--- config.mk ---
export PLATFORM = sky130hd
export DESIGN_NAME = imem_loader
export DESIGN_NICKNAME = d
export VERILOG_FILES = /design/src/rtl/imem_loader_pkg.sv /design/src/rtl/imem_loader_byte_packer.sv /design/src/rtl/imem_loader.sv
export SDC_FILE = /design/constraint.sdc
export NUM_CORES = 1
export LEC_CHECK = 0
export BUFFER_PORTS_ARGS = -buffer_cell sky130_fd_sc_hd__buf_2
export CORE_UTILIZATION = 53
export CTS_CLUSTER_DIAMETER = 50
export DETAILED_ROUTE_END_ITERATION = 10
export PLACE_DENSITY_LB_ADDON = 0.08
export SLEW_MARGIN = 10
export SYNTH_ARGS = -nofsm -noshare
export SYNTH_HDL_FRONTEND = slang
export SYNTH_SLANG_ARGS = --single-unit
--- constraint.sdc ---
create_clock -name clk -period 2.6 [get_ports clk]
set_input_delay 0 -clock clk [delete_from_list [all_inputs] [get_ports clk]]
set_output_delay 0 -clock clk [all_outputs]
set_load 0.02 [all_outputs]
--- src/rtl/imem_loader_pkg.sv ---
// Shared constants and state encoding for the instruction-memory loader.
package imem_loader_pkg;
  localparam logic [31:0] IM_BASE    = 32'h0000_3000;
  localparam int          IMSIZE     = 4096;
  localparam int          CNT_W      = 13;
  localparam bit          BIG_ENDIAN = 1'b1;

  typedef enum logic [1:0] {
    S_IDLE    = 2'd0,
    S_COLLECT = 2'd1,
    S_WRITE   = 2'd2,
    S_FINISH  = 2'd3
  } state_t;
endpackage

--- src/rtl/imem_loader_byte_packer.sv ---
// Assembles four accepted bytes into one 32-bit word, first byte in the MSBs.
module imem_loader_byte_packer
  import imem_loader_pkg::*;
(
  input  logic        clk,
  input  logic        reset,
  input  logic        clr,
  input  logic        byte_en,
  input  logic [7:0]  byte_in,
  output logic [31:0] word_out,
  output logic        word_full
);
  logic [1:0]  idx_q;
  logic [31:0] word_q;
  logic [31:0] word_shifted;

  generate
    if (BIG_ENDIAN) begin : g_be
      assign word_shifted = {word_q[23:0], byte_in};
    end else begin : g_le
      assign word_shifted = {byte_in, word_q[31:8]};
    end
  endgenerate

  // The index wraps to 0 on the fourth byte, so each word starts clean.
  always_ff @(posedge clk) begin
    if (reset || clr) begin
      idx_q  <= 2'd0;
      word_q <= 32'd0;
    end else if (byte_en) begin
      idx_q  <= idx_q + 2'd1;
      word_q <= word_shifted;
    end
  end

  assign word_out  = word_q;
  assign word_full = byte_en && (idx_q == 2'd3);
endmodule

--- src/rtl/imem_loader.sv ---
// Streams a byte-wise program into instruction memory, one write per 4 bytes.
module imem_loader
  import imem_loader_pkg::*;
(
  input  logic             clk,
  input  logic             reset,
  input  logic             start,
  input  logic [CNT_W-1:0] word_count,
  input  logic             in_valid,
  input  logic [7:0]       in_data,
  output logic             in_ready,
  output logic             im_we,
  output logic [31:0]      im_addr,
  output logic [31:0]      im_wdata,
  output logic             busy,
  output logic             done,
  output logic             err,
  output logic [31:0]      checksum
);
  state_t           state_q, state_d;
  logic [CNT_W-1:0] count_q, count_d;
  logic [CNT_W-1:0] cnt_q, cnt_d;
  logic [31:0]      addr_q, addr_d;
  logic [31:0]      csum_q, csum_d;
  logic             err_q, err_d;
  logic             pack_clr;
  logic             byte_en;
  logic             word_full;
  logic [31:0]      word;

  assign in_ready = (state_q == S_COLLECT);
  assign im_we    = (state_q == S_WRITE);
  assign busy     = (state_q == S_COLLECT) || (state_q == S_WRITE);
  assign done     = (state_q == S_FINISH);
  assign err      = err_q;
  assign checksum = csum_q;
  assign im_addr  = addr_q;
  assign im_wdata = word;
  assign byte_en  = in_valid && in_ready;

  imem_loader_byte_packer u_byte_packer (
    .clk       (clk),
    .reset     (reset),
    .clr       (pack_clr),
    .byte_en   (byte_en),
    .byte_in   (in_data),
    .word_out  (word),
    .word_full (word_full)
  );

  always_comb begin
    state_d  = state_q;
    count_d  = count_q;
    cnt_d    = cnt_q;
    addr_d   = addr_q;
    csum_d   = csum_q;
    err_d    = err_q;
    pack_clr = 1'b0;
    case (state_q)
      S_IDLE: begin
        if (start) begin
          pack_clr = 1'b1;
          err_d    = 1'b0;
          csum_d   = 32'd0;
          count_d  = word_count;
          cnt_d    = '0;
          addr_d   = IM_BASE;
          if (word_count == '0) begin
            state_d = S_FINISH;
          end else if (word_count > CNT_W'(IMSIZE)) begin
            // Oversized request is refused outright; nothing is written.
            err_d = 1'b1;
          end else begin
            state_d = S_COLLECT;
          end
        end
      end
      S_COLLECT: begin
        if (word_full) state_d = S_WRITE;
      end
      S_WRITE: begin
        csum_d  = csum_q ^ word;
        cnt_d   = cnt_q + CNT_W'(1);
        addr_d  = addr_q + 32'd4;
        state_d = (cnt_d == count_q) ? S_FINISH : S_COLLECT;
      end
      S_FINISH: state_d = S_IDLE;
      default:  state_d = S_IDLE;
    endcase
  end

  always_ff @(posedge clk) begin
    if (reset) begin
      state_q <= S_IDLE;
      count_q <= '0;
      cnt_q   <= '0;
      addr_q  <= IM_BASE;
      csum_q  <= 32'd0;
      err_q   <= 1'b0;
    end else begin
      state_q <= state_d;
      count_q <= count_d;
      cnt_q   <= cnt_d;
      addr_q  <= addr_d;
      csum_q  <= csum_d;
      err_q   <= err_d;
    end
  end
endmodule

==> reports/results.ini <==
[placement]
portBuffers=123
hpwlAfterDp_um=8320
gp_congestion=0.939

[power]
ir_drop_v=0.000643
combPwrFrac_pct=18.5
switching_share_pct=30.5
pwr-share-seq_pct=38.5
internal_power_mw=3.73
power-per-cell-area_nw_per_um2=787
pwr-share-clk_pct=43.0
switchingPower_mw=1.64
leakage_nw=2.85

[route]
antenna_left=0
via_count=4749
wl_per_cell_um=13.7
remaining_drc_errors=0
firstDrtPassIters=5
wl_um=12500
vias_per_cell=5.20
drtIter0Drc=179

[critical_path]
path_class=reg -> reg
slowest_stage=dfxtp_1
cpLargestDelayFamily=simple AND/OR/NAND/NOR gates
path_cells=inv_1, ha_1, mux2_4, and3_1, nand4_4, or3_1, a21oi_1
arrival_ns=2.60
critPathMaxFanout=9
cp-start-kind=flip-flop
critPathCaptureType=flip-flop
cp.required_ns=3.05
crit_buf_inv=1
crit_path_max_incr_delay_ns=0.38

[global_route]
grt_first_pass_wirelength_um=20200
grt_usage_pct=24.9
antenna_found_initial=0
grt_max_degree=62
grt.overflow.total=0
grt_pass1_vias=4254

[clock_network]
htree_levels=4
cts.sinks=125
ctsResizeCount=0
numCtsBuffers=17
clock_latency_ns=0.51
path_clk_slew_ns=0.06
clockRootBuffer=clkbuf_8
clockBufferDepth=2
tritoncts=built
postCtsSetupRepairBufs=0

[timing]
setup_violations=0
whs_ns=0.105
rsz0062_at_grt=no
hold_viol_final=0
setup_tns_ns=0
max_freq_mhz=463
layout_min_cycle_time_ns=2.16
clock_skew_ns=0.00628
slew_viol_final=0
fin_crit_sh_pct=83.0

[synthesis]
ys_ff_latch=125
synth-main-ff-cell=dfxtp_1
syn-cell-area_um2=5280
yosysWarnings=0
synth_cell_types=42
syn_inst=627
async_flop_share_pct=0
synth_top_area_cell=dfxtp_1
synth_seq_area_share_pct=47.4
synth_area_leaders=dfxtp_1, xor2_1, nand2_1
synth-edff-count=0
syn_area_per_cell_um2=8.43
yosysTopAreaCellShare_pct=47.4

[die]
die_height_um=102
core_um2=9730
ioPinCount=126
rows=36
initial_core_util_pct=54.3
fp.dieArea_um2=10400
die_x_um=102

[hold_path]
hold_class=in -> reg

[run]
maxCapViolations=0

[outcome]
outcome=finished, final reports clean

[cells_and_area]
syn2layout_area_growth_pct=29.2
layout-drive-gt1-share_pct=21.8
fillerInstances=800
final_nets=799
n_antenna_cell=0

==> power groups by stage <==
| stage | clock, mW | sequential, mW | combinational, mW |
|---|---|---|---|
| after floorplan | 0 | 2.11 | 0.662 |
| after global placement | 0 | 2.10 | 0.931 |
| after detailed placement | 0 | 2.11 | 0.947 |
| after CTS | 2.35 | 2.07 | 0.988 |
| after global routing | 2.44 | 2.08 | 1.09 |
| final | 2.31 | 2.07 | 0.994 |
==> state kept, by name, summed over array words and instances, names as in the netlist <==
register / flops
checksum: 32
cnt_q: 13
count_q: 13
err: 1
im_addr: 30
state_q: 2
u_byte_packer.idx_q: 2
u_byte_packer.word_out: 32
==> synth_stat cells, types with 6 or more instances <==
cell type    n
a21oi_1     54
a22o_1      15
and3_1       7
clkbuf_1    27
dfxtp_1    125
ha_1         7
inv_1        7
nand2_1    128
nand3_1     15
nand4_1      6
nor2_1      73
nor3_1       7
nor4_1       6
o21ai_0     21
or3_1        9
xnor2_1     18
xor2_1      56
==> cell usage in the layout, fill, tap and decap left out, drive strengths merged, types with 3 or more instances in the layout <==
master	n
dfxtp	125
nand3	15
inv	12
nor2	74
buf	131
o21ai	21
xnor2	18
clkbuf	18
clkinv	3
clkinvlp	4
a311oi	3
and2	4
ha	7
and4	4
xor2	56
or3	9
and3	8
a22o	15
a21oi	54
nand2	128
a22oi	3
nor3	7
dlygate4sd3	24
nand4	7
nand2b	4
nor4	7
==> cells by family (layout without fill, tap and decap cells) <==
group | count (synthesis) | after routing | share of synthesized area [%]
simple gates | 273 | 273 | 23.3
flops | 125 | 125 | 47.4
compound gates | 103 | 103 | 11.6
xor+xnor | 74 | 74 | 12.3
buf+inv | 42 | 194 | 3.36
fa+ha+maj | 7 | 7 | 1.66
mux | 2 | 2 | 0.474
other cells | 1 | 2 | 0.0710
==> through the flow <==
stage | instances | power (mW) | instance area, µm² | util [%] | setup WS [ns]
3_5_place_dp | 857 | 3.06 | 6000 | 61.7 | 0.455
3_3_place_gp | 857 | 3.03 | 6000 | 61.7 | 0.571
4_1_cts | 913 | 5.40 | 6830 | 70.2 | 0.427
6_report | 913 | 5.37 | 6830 | 70.2 | 0.441
5_1_grt | 913 | 5.61 | 6830 | 70.2 | 0.274
2_1_floorplan | 628 | 2.77 | 5290 | - | 0.595
==> per-layer routing <==
layer	vias up	GRT usage (%)	part of all wire [%]
met3	17	5.54	5.7
met1	2211	33.7	46
met5	-	0	0
li1	2368	-	-
met4	0	11.5	1.5
met2	153	38.1	47
==> tightest hold or removal path: stages <==
cell	delay [ns]
buf_2	0.13
nand2b_1	0.19
nand3_1	0.10
a21oi_1	0.06
o31a_1	0.09
==> what timing repair did <==
item	in CTS	in global routing
setup endpoints to repair	0	0
hold buffers	24	0
endpoints found under the hold margin	38	0
==> cell type report <==
class,instances,area (µm²),share of cell area (%)
multi-input cells,461,2620,38.3
clock inverters,14,159,2.33
well taps,133,166,2.44
repair buffers,155,928,13.6
clock buffers,18,428,6.27
inverters,7,26.3,0.385
flip-flops and latches,125,2500,36.6
==> worst paths after layout <==
| kind | start | to | slack, ns | cells after the start |
|---|---|---|---|---|
| worst max-delay path | state_q[0] | im_addr[30] | 0.44 | 7 |
| worst min-delay path | start | state_q[1] | 0.11 | 5 |
| worst max register to register | state_q[0] | im_addr[30] | 0.44 | 7 |
| worst min register to register | u_byte_packer.idx_q[1] | u_byte_packer.idx_q[1] | 0.47 | 2 |
No activity file was read; power rests on OpenSTA's default activity.
